`config.mk`:
```
export PLATFORM = sky130hd
export DESIGN_NAME = writeback_stage_pl_flat
export DESIGN_NICKNAME = d
export VERILOG_FILES = /design/src/rtl/writeback_stage_pl_if.sv /design/src/rtl/writeback_stage_pl.sv /design/src/flat_wrapper.sv
export SDC_FILE = /design/constraint.sdc
export NUM_CORES = 1
export LEC_CHECK = 0
export BUFFER_PORTS_ARGS = -buffer_cell sky130_fd_sc_hd__buf_4
export CAP_MARGIN = 0
export CORE_ASPECT_RATIO = 0.7
export CORE_UTILIZATION = 50
export DETAILED_ROUTE_END_ITERATION = 10
export PLACE_DENSITY = 0.78
export SYNTH_ARGS = -nofsm -noshare
export SYNTH_HDL_FRONTEND = slang
export SYNTH_SLANG_ARGS = --single-unit
```
`constraint.sdc`:
```
create_clock -name clk -period 4.28 [get_ports clk]
set_input_delay 0.642 -clock clk [delete_from_list [all_inputs] [get_ports clk]]
set_output_delay 0.642 -clock clk [all_outputs]
set_load 0.01 [all_outputs]
```
`src/rtl/writeback_stage_pl_if.sv`:
```
// writeback_stage_pl_if
//   Bundles the MEM->WB handshake, the MEM-stage payload and the WB-stage
//   register-file outputs into one interface.
//   master : the side that drives the MEM payload, flush and rf_ready
//            (memory stage / testbench).
//   slave  : the writeback stage itself.
//   Signals
//     valid_m, ready_m, flush, rf_ready      handshake and control
//     ResultSrcM, funct3M, RegWriteM, RdM    MEM-stage control fields
//     ALU_ResultM, ReadDataM, PCPlus4M,
//     ExtDataM                               MEM-stage data sources
//     valid_w, RegWriteW, RdW, ResultW,
//     misalign_w, instret                    WB-stage outputs
interface writeback_stage_pl_if #(
  parameter int XLEN       = 32,
  parameter int REG_ADDR_W = 5,
  parameter int CNT_W      = 64
) ();

  logic                  valid_m;
  logic                  ready_m;
  logic                  flush;
  logic                  rf_ready;
  logic [1:0]            ResultSrcM;
  logic [2:0]            funct3M;
  logic                  RegWriteM;
  logic [REG_ADDR_W-1:0] RdM;
  logic [XLEN-1:0]       ALU_ResultM;
  logic [XLEN-1:0]       ReadDataM;
  logic [XLEN-1:0]       PCPlus4M;
  logic [XLEN-1:0]       ExtDataM;
  logic                  valid_w;
  logic                  RegWriteW;
  logic [REG_ADDR_W-1:0] RdW;
  logic [XLEN-1:0]       ResultW;
  logic                  misalign_w;
  logic [CNT_W-1:0]      instret;

  modport master (
    output valid_m, flush, rf_ready, ResultSrcM, funct3M, RegWriteM, RdM,
           ALU_ResultM, ReadDataM, PCPlus4M, ExtDataM,
    input  ready_m, valid_w, RegWriteW, RdW, ResultW, misalign_w, instret
  );

  modport slave (
    input  valid_m, flush, rf_ready, ResultSrcM, funct3M, RegWriteM, RdM,
           ALU_ResultM, ReadDataM, PCPlus4M, ExtDataM,
    output ready_m, valid_w, RegWriteW, RdW, ResultW, misalign_w, instret
  );

endinterface

```
`src/rtl/writeback_stage_pl.sv`:
```
// writeback_stage_pl
//   Registered writeback stage of the 5-stage RISC-V pipeline. Holds the
//   MEM/WB register behind a valid/ready handshake, formats load data
//   (byte/half/word/double lane select with sign or zero extension), picks
//   the writeback value from ALU / load / PC+4 / ExtData, drives the
//   register-file write port and counts retired instructions.
//   Ports
//     clk   rising-edge clock
//     rst   asynchronous, active-low reset
//     bus   writeback_stage_pl_if.slave (handshake, MEM payload, WB outputs)
module writeback_stage_pl #(
  parameter int XLEN       = 32,
  parameter int REG_ADDR_W = 5,
  parameter int CNT_W      = 64
) (
  input  logic                  clk,
  input  logic                  rst,
  writeback_stage_pl_if.slave   bus
);

  localparam int OFF_W = $clog2(XLEN / 8);

  logic                  valid_q;
  logic                  reg_we_q;
  logic                  misalign_q;
  logic [REG_ADDR_W-1:0] rd_q;
  logic [XLEN-1:0]       result_q;
  logic [CNT_W-1:0]      instret_q;

  logic                  ready;
  logic                  retire;
  logic                  take;
  logic [OFF_W-1:0]      off;
  logic [XLEN-1:0]       shifted;
  logic [XLEN-1:0]       load_val;
  logic                  load_mis;
  logic [XLEN-1:0]       result_d;
  logic                  misalign_d;

  // A slot is free when nothing is held or the held entry leaves this cycle.
  // flush kills the incoming instruction, so it never counts as a transfer.
  always_comb begin
    ready  = !valid_q || bus.rf_ready;
    retire = valid_q && bus.rf_ready;
    take   = bus.valid_m && ready && !bus.flush;
  end

  // Shift the addressed lane down to bit 0 so every load size can simply
  // take the low bits and extend them.
  always_comb begin
    off     = bus.ALU_ResultM[OFF_W-1:0];
    shifted = bus.ReadDataM >> {off, 3'b000};
  end

  // Load formatting and alignment/legality check. Illegal encodings are
  // flagged the same way as misaligned accesses.
  always_comb begin
    load_val = '0;
    load_mis = 1'b0;
    case (bus.funct3M)
      3'b000: load_val = XLEN'($signed(shifted[7:0]));
      3'b100: load_val = XLEN'(shifted[7:0]);
      3'b001: begin
        if (off[0]) load_mis = 1'b1;
        else        load_val = XLEN'($signed(shifted[15:0]));
      end
      3'b101: begin
        if (off[0]) load_mis = 1'b1;
        else        load_val = XLEN'(shifted[15:0]);
      end
      3'b010: begin
        if (off[1:0] != 2'b00) load_mis = 1'b1;
        else                   load_val = XLEN'($signed(shifted[31:0]));
      end
      3'b011: begin
        if (XLEN == 64 && off == '0) load_val = shifted;
        else                         load_mis = 1'b1;
      end
      3'b110: begin
        if (XLEN == 64 && off[1:0] == 2'b00) load_val = XLEN'(shifted[31:0]);
        else                                 load_mis = 1'b1;
      end
      default: load_mis = 1'b1;
    endcase
  end

  // Source select. A misaligned load passes the raw memory word through so
  // the trap handler can inspect it.
  always_comb begin
    result_d   = bus.ALU_ResultM;
    misalign_d = 1'b0;
    case (bus.ResultSrcM)
      2'b01: begin
        result_d   = load_mis ? bus.ReadDataM : load_val;
        misalign_d = load_mis;
      end
      2'b10:   result_d = bus.PCPlus4M;
      2'b11:   result_d = bus.ExtDataM;
      default: result_d = bus.ALU_ResultM;
    endcase
  end

  // MEM/WB register and retire counter. A retire still counts when a flush
  // lands in the same cycle; flush only empties the slot.
  always_ff @(posedge clk or negedge rst) begin
    if (!rst) begin
      valid_q    <= 1'b0;
      reg_we_q   <= 1'b0;
      misalign_q <= 1'b0;
      rd_q       <= '0;
      result_q   <= '0;
      instret_q  <= '0;
    end else begin
      if (retire) instret_q <= instret_q + CNT_W'(1);
      if (bus.flush) begin
        valid_q <= 1'b0;
      end else if (take) begin
        valid_q    <= 1'b1;
        reg_we_q   <= bus.RegWriteM;
        rd_q       <= bus.RdM;
        result_q   <= result_d;
        misalign_q <= misalign_d;
      end else if (retire) begin
        valid_q <= 1'b0;
      end
    end
  end

  // x0 writes and faulting loads still retire but never reach the file.
  assign bus.ready_m    = ready;
  assign bus.valid_w    = valid_q;
  assign bus.RegWriteW  = valid_q && reg_we_q && (rd_q != '0) && !misalign_q;
  assign bus.RdW        = rd_q;
  assign bus.ResultW    = result_q;
  assign bus.misalign_w = misalign_q;
  assign bus.instret    = instret_q;

endmodule

```
`src/flat_wrapper.sv`:
```
// flat-port wrapper written by rule: the top's interface ports become plain ports
module writeback_stage_pl_flat 
#(
  parameter int XLEN       = 32,
  parameter int REG_ADDR_W = 5,
  parameter int CNT_W      = 64
)
  (clk, rst, bus_valid_m, bus_flush, bus_rf_ready, bus_ResultSrcM, bus_funct3M, bus_RegWriteM, bus_RdM, bus_ALU_ResultM, bus_ReadDataM, bus_PCPlus4M, bus_ExtDataM, bus_ready_m, bus_valid_w, bus_RegWriteW, bus_RdW, bus_ResultW, bus_misalign_w, bus_instret);
  writeback_stage_pl_if #(.XLEN(XLEN), .REG_ADDR_W(REG_ADDR_W), .CNT_W(CNT_W)) bus_i ();
  input  logic clk;
  input  logic rst;
  input wire logic [$bits(bus_i.valid_m)-1:0] bus_valid_m;
  input wire logic [$bits(bus_i.flush)-1:0] bus_flush;
  input wire logic [$bits(bus_i.rf_ready)-1:0] bus_rf_ready;
  input wire logic [$bits(bus_i.ResultSrcM)-1:0] bus_ResultSrcM;
  input wire logic [$bits(bus_i.funct3M)-1:0] bus_funct3M;
  input wire logic [$bits(bus_i.RegWriteM)-1:0] bus_RegWriteM;
  input wire logic [$bits(bus_i.RdM)-1:0] bus_RdM;
  input wire logic [$bits(bus_i.ALU_ResultM)-1:0] bus_ALU_ResultM;
  input wire logic [$bits(bus_i.ReadDataM)-1:0] bus_ReadDataM;
  input wire logic [$bits(bus_i.PCPlus4M)-1:0] bus_PCPlus4M;
  input wire logic [$bits(bus_i.ExtDataM)-1:0] bus_ExtDataM;
  output wire logic [$bits(bus_i.ready_m)-1:0] bus_ready_m;
  output wire logic [$bits(bus_i.valid_w)-1:0] bus_valid_w;
  output wire logic [$bits(bus_i.RegWriteW)-1:0] bus_RegWriteW;
  output wire logic [$bits(bus_i.RdW)-1:0] bus_RdW;
  output wire logic [$bits(bus_i.ResultW)-1:0] bus_ResultW;
  output wire logic [$bits(bus_i.misalign_w)-1:0] bus_misalign_w;
  output wire logic [$bits(bus_i.instret)-1:0] bus_instret;
  assign bus_i.valid_m = bus_valid_m;
  assign bus_i.flush = bus_flush;
  assign bus_i.rf_ready = bus_rf_ready;
  assign bus_i.ResultSrcM = bus_ResultSrcM;
  assign bus_i.funct3M = bus_funct3M;
  assign bus_i.RegWriteM = bus_RegWriteM;
  assign bus_i.RdM = bus_RdM;
  assign bus_i.ALU_ResultM = bus_ALU_ResultM;
  assign bus_i.ReadDataM = bus_ReadDataM;
  assign bus_i.PCPlus4M = bus_PCPlus4M;
  assign bus_i.ExtDataM = bus_ExtDataM;
  assign bus_ready_m = bus_i.ready_m;
  assign bus_valid_w = bus_i.valid_w;
  assign bus_RegWriteW = bus_i.RegWriteW;
  assign bus_RdW = bus_i.RdW;
  assign bus_ResultW = bus_i.ResultW;
  assign bus_misalign_w = bus_i.misalign_w;
  assign bus_instret = bus_i.instret;
  writeback_stage_pl #(.XLEN(XLEN), .REG_ADDR_W(REG_ADDR_W), .CNT_W(CNT_W)) u_core (.clk(clk), .rst(rst), .bus(bus_i));
endmodule
```
# == Word level (Yosys, flattened, before mapping) ==
# Cells that the tools add are included.
# classes
n_reduce_logical,17
add_sub_neg,1
bitwise,1
n_eq_ne,7
n_mux,13
shift,1
# op_table
cell,count
$pmux W32 S5,1
$mux W32,3
$pmux W32 S3,1
$add A64 B1 Y64 const B,1
$shr A32 B5 Y32,1
$mux W16,1
$eq A3 B3 Y1 const B,2
$logic_and A1 B1 Y1,6
$mux W1,6
$reduce_bool A5 Y1,1
$eq A2 B2 Y1 const B,2
$reduce_or A2 Y1,2
$eq A3 B1 Y1 const B,1
$eq A3 B2 Y1 const B,1
$logic_not A1 Y1,3
$logic_not A3 Y1,1
$pmux W1 S3,1
$reduce_bool A3 Y1,1
$eq A2 B1 Y1 const B,1
$reduce_and A2 Y1,1
$reduce_bool A2 Y1,1
$logic_or A1 B1 Y1,1
$not A1 Y1,1
# totals
wordCells,46
inputBits,144
regBits,104

# == Depth between registers and ports, before layout ==
# logic_depth
word_depth,6
ltp_mapped,8

# == Least setup slack after synthesis ==
# Ideal clock, no wire load.
# synth_path
path_kind,input to register
from,input bus_ALU_ResultM[0]
to,register u_core.result_q[0] (netlist: u_core.bus.ResultW[0])
setup_time_ns,0.125
setup_slack_ns,2.051
path_stages,7
t_required_ns,4.155
path_buffers,2
arrival_ns,2.104
path_cell_list,buf_2 > buf_6 > mux2i_1 > a2bb2oi_1 > o22a_1 > mux4_2 > mux2_4
# synth_between
elab_chain_len,5
# synth_lines
item,line,source
from (decl),flat_wrapper.sv:19,input wire logic [$bits(bus_i.ALU_ResultM)-1:0] bus_ALU_ResultM;
$shr A32 B5 Y32 / $reduce_bool A2 Y1 (equally long branches),"writeback_stage_pl.sv:52, writeback_stage_pl.sv:72",
$mux W32 (tied with other cells),writeback_stage_pl.sv:72,if (off[1:0] != 2'b00) load_mis = 1'b1;
$pmux W32 S5 / $pmux W1 S3 (equally long branches),writeback_stage_pl.sv:60,case (bus.funct3M)
$mux W32,writeback_stage_pl.sv:94,result_d = load_mis ? bus.ReadDataM : load_val;
$pmux W32 S3 *,writeback_stage_pl.sv:92,case (bus.ResultSrcM)
to (signal assigned),writeback_stage_pl.sv:121,result_q <= result_d;
to (decl),writeback_stage_pl.sv:27,logic [XLEN-1:0] result_q;
# Every way passes the cells marked *; elsewhere a longest branch is shown, timed or not.
# A chain may end at the register's enable or synchronous reset.

# == Final worst setup path ==
# layout_path
from,register u_core.instret_q[2] (netlist: u_core.bus.instret[2])
to,register u_core.instret_q[61] (netlist: u_core.bus.instret[61])
# layout_between
elab_chain_len,1
# layout_lines
item,line,source
from (decl),writeback_stage_pl.sv:28,logic [CNT_W-1:0] instret_q;
from (signal assigned),writeback_stage_pl.sv:114,if (retire) instret_q <= instret_q + CNT_W'(1);
$add A64 B1 Y64,writeback_stage_pl.sv:114,
# No other way between the ends.

==> out/qor.csv <==
stage,metric,value,unit
timing,Slew headroom,29.22,%
cells_and_area,layout cell share with drive strength beyond 1,34.62,%
cts,clk root buf,clkbuf_16,
route,Detailed Route Iter0 Violations,504,
timing,"Slew Viols, Final",0,
pwr,Seq pwr share,41.9,%
pwr,Max IR drop VDD,228.3,uV
grt,first-pass GRT wire length,30.91,mm
cells_and_area,area grow syn2layout,36.29,%
critical_path,R2R Path Start,u_core.bus.instret[2]$_DFFE_PN0P_,
grt,vias in the first global route,5827,
cells_and_area,number of antenna diodes,0,
pwr,P_int,0.001980,W
cells_and_area,Nets,1024,
synthesis,Main synth FF type,dfrtp_1,
timing,slew at the pin closest to its max-slew limit,1062,ps
critical_path,crit path DAT,2960,ps
synthesis,register area share after synthesis,42.15,%
floorplanning,die height,94.98,microns
floorplanning,Die X,134.8,microns
floorplanning,number of I/O pins,249,
synthesis,Synth Register Bits,104,
synthesis,Mapped Area,6175,sq um
pwr,Clk pwr share,34.7,%
route,DR WL/cell,19.35,microns
critical_path,RR Endpoint,u_core.bus.instret[61]$_DFFE_PN0P_,
cts,Post-CTS Setup Repair Bufs,0,
pwr,proportion of power drawn by combinational gates,23.3,%
cts,worst-skew pair later-pin latency,350,ps
critical_path,Reg2Reg Depth,5,
floorplanning,full die area,12800,sq um
grt,GRT Total Usage,31.74,%
cts,clk slew on worst S/H paths,70,ps
outcome,status,completed,
place,setup slack at placement,1440,ps
timing,"Period Utilization, post-route",62.76,%
critical_path,crit-path max FO,11,
synthesis,Mapped Cells,658,
critical_path,startpoint types,register,
cts,clock sink total,104,
pwr,power per cell area,326.3,nW/um^2
route,Post-route DRC,0,
floorplanning,Rows,33,
pwr,Leak,4.057,nW
cells_and_area,fill count,927,
pwr,sw frac,27.91,%
synthesis,Yosys cell types,55,
timing,clock skew after layout,6.500,ps
cells_and_area,Register Area,2603,sq um
critical_path,endpoint class of the critical path,register,
grt,GRT overflow,0,
floorplanning,core area,11850,sq um
cts,CTS max path bufs,2,
cts,CTS tree,yes,
place,RePlAce Congestion,0.9008,
timing,final setup violation count,0,
cts,"Hold-fix buffers, CTS",0,
cells_and_area,area of the multi-input gates,3256,sq um
timing,Setup WS post-layout,1594,ps
synthesis,number of synthesized flops with an enable pin,0,
timing,sum of negative setup slack,0,ps
critical_path,Setup Crit Path Kind,reg2reg,
route,Via density,5.848,
grt,initial antenna violation count,0,
route,final antenna-violating net count,0,
synthesis,async set-reset flop share out of synthesis,100.0,%
pwr,Sw Pwr,0.0007663,W
timing,Max Freq,0.3723,GHz
timing,"Hold Vio Cnt, Final",0,
synthesis,Mapped Avg Cell Area,9.384,sq um
cts,Post-CTS Resized,0,
cts,H-tree depth,3,
place,# port buffers,248,
route,total number of vias,6088,
grt,largest net degree at the start of global routing,74,
timing,unrepaired setup endpoints after global routing,false,
cts,CTS buffer count,9,
place,HPWL after DPL,15.23,mm
floorplanning,Initial Util,52.11,%
route,detailed-router iteration count before antenna repair,5,
timing,Final Critical Period,2686,ps
synthesis,Yosys Warn Count,0,
flow_run,max-cap violations,0,
critical_path,CP required,4550,ps
min_path,HP Class,in2async,
synthesis,"Net Count, Synth",803,
critical_path,reg2reg setup slack,1590,ps
route,Detailed Route WL,20.15,mm
-- registers in the layout, indices dropped and copies added (netlist names) --
signal	cells
u_core.bus.instret	64
u_core.bus.ResultW	32
u_core.reg_we_q	1
u_core.bus.RdW	5
u_core.bus.misalign_w	1
u_core.bus.valid_w	1
-- critical path, cell delays in order, from the launching register on --
cell and delay, ps:
dfrtp_1 460, nand3_1 230, nor4_1 660, nand4_1 660
nor3_1 400, xor2_1 190
-- kinds of logic after synthesis --
logic type | count (synthesis) | share of synthesized area [%]
compound gates | 141 | 16.17
xor+xnor | 63 | 8.936
fa+ha+maj | 1 | 0.2026
buf+inv | 75 | 5.208
flops | 104 | 42.15
mux | 33 | 7.356
simple gates | 241 | 19.98
-- area by class of cell --
| type | count | area share [%] |
|---|---|---|
| Clock buffer | 10 | 2.721 |
| Clock inverter | 6 | 1.383 |
| Inverter | 33 | 1.472 |
| Multi-Input combinational cell | 479 | 38.69 |
| Sequential cell | 104 | 30.92 |
| Tap cell | 157 | 2.334 |
| Timing Repair Buffer | 252 | 22.48 |
-- power by group through the flow --
stage | Combinational [W] | Sequential [W] | Clock [W]
CTS | 0.000639 | 0.00115 | 0.000963
finish | 0.000641 | 0.00115 | 0.000954
floorplan | 0.000248 | 0.00120 | 0
global placement | 0.000620 | 0.00116 | 0
global route | 0.000692 | 0.00116 | 0.00100
detailed placement | 0.000635 | 0.00117 | 0
-- routing by layer --
| layer | GRT usage, % | wire length (microns) | vias to the layer above | part of all wire [%] |
|---|---|---|---|---|
| met5 | 0 | 0 | - | 0 |
| met4 | 9.176 | 378 | 0 | 1.9 |
| met3 | 7.729 | 1691 | 38 | 8.4 |
| met2 | 52.10 | 9535 | 288 | 47 |
| met1 | 41.82 | 8539 | 2967 | 42 |
| li1 | - | - | 2795 | - |
-- Yosys cell counts, types with 3 or more instances --
master | instances | area share [%]
a2bb2oi_1 | 8 | 1.1
a221o_1 | 20 | 3.2
nor3b_1 | 3 | 0.36
a31oi_1 | 10 | 1.0
mux4_2 | 8 | 2.9
nor2_1 | 60 | 3.6
nor2b_1 | 10 | 1.0
nor4_2 | 7 | 1.4
mux2_2 | 11 | 2.0
buf_6 | 3 | 0.55
o21ai_1 | 10 | 0.81
inv_1 | 33 | 2.0
buf_1 | 6 | 0.36
nand2b_1 | 4 | 0.41
nand4_1 | 14 | 1.4
o221ai_1 | 17 | 2.4
o22a_1 | 7 | 0.99
or4_1 | 8 | 0.97
mux2i_1 | 12 | 1.9
xor2_1 | 28 | 4.0
clkbuf_1 | 21 | 1.3
and4_1 | 6 | 0.85
and2_1 | 3 | 0.30
o21ai_0 | 17 | 1.4
nor4_1 | 3 | 0.30
nand3_1 | 17 | 1.4
nand2_1 | 73 | 4.4
dfrtp_1 | 104 | 42
buf_2 | 11 | 0.89
nor3_1 | 16 | 1.3
xnor2_1 | 35 | 5.0
a21oi_1 | 42 | 3.4
and3_1 | 4 | 0.41
-- per-stage QoR --
step	cell area, sq um	power, W	util, %	hold slack [ps]	cells
after floorplan	6175	0.001444	-	346.4	658
after global placement	8070	0.001781	68.10	461.0	1025
after detailed placement	8070	0.001803	68.10	463.4	1025
after CTS	8416	0.002752	71.02	296.8	1041
after global routing	8416	0.002854	71.02	321.1	1041
final	8416	0.002746	71.02	274.2	1041
-- layout by cell type (no fill, tap or decap), types with 4 or more instances in the layout --
master	count
a31oi_1	10
o22a_1	7
nand3_1	17
and3_1	4
o21ai_1	10
buf_4	252
o21ai_0	17
xnor2_1	35
a221o_1	20
nor2_1	60
a2bb2oi_1	8
dfrtp_1	104
or4_1	8
inv_1	33
clkbuf_16	9
xor2_1	28
mux2i_1	12
nand2b_1	4
nor3_1	16
mux2_2	11
nand2_1	73
and4_1	6
nand4_1	14
o221ai_1	17
nor2b_1	10
mux4_2	8
nor4_2	7
a21oi_1	42
-- worst max path at each step --
stage / start / end / slack [ps] / cells after the start
6_report: u_core.bus.instret[2]$_DFFE_PN0P_ / u_core.bus.instret[61]$_DFFE_PN0P_ / 1590 / 5
5_1_grt: u_core.bus.instret[2]$_DFFE_PN0P_ / u_core.bus.instret[61]$_DFFE_PN0P_ / 1380 / 5
4_1_cts: u_core.bus.instret[2]$_DFFE_PN0P_ / u_core.bus.instret[61]$_DFFE_PN0P_ / 1630 / 5
3_5_place_dp: bus_ALU_ResultM[0] / u_core.bus.ResultW[3]$_DFFE_PN0P_ / 1440 / 6
3_3_place_gp: bus_ALU_ResultM[0] / u_core.bus.ResultW[5]$_DFFE_PN0P_ / 1510 / 6
2_1_floorplan: bus_ALU_ResultM[0] / u_core.bus.ResultW[0]$_DFFE_PN0P_ / 2050 / 7
No activity file was read; power rests on OpenSTA's default activity.
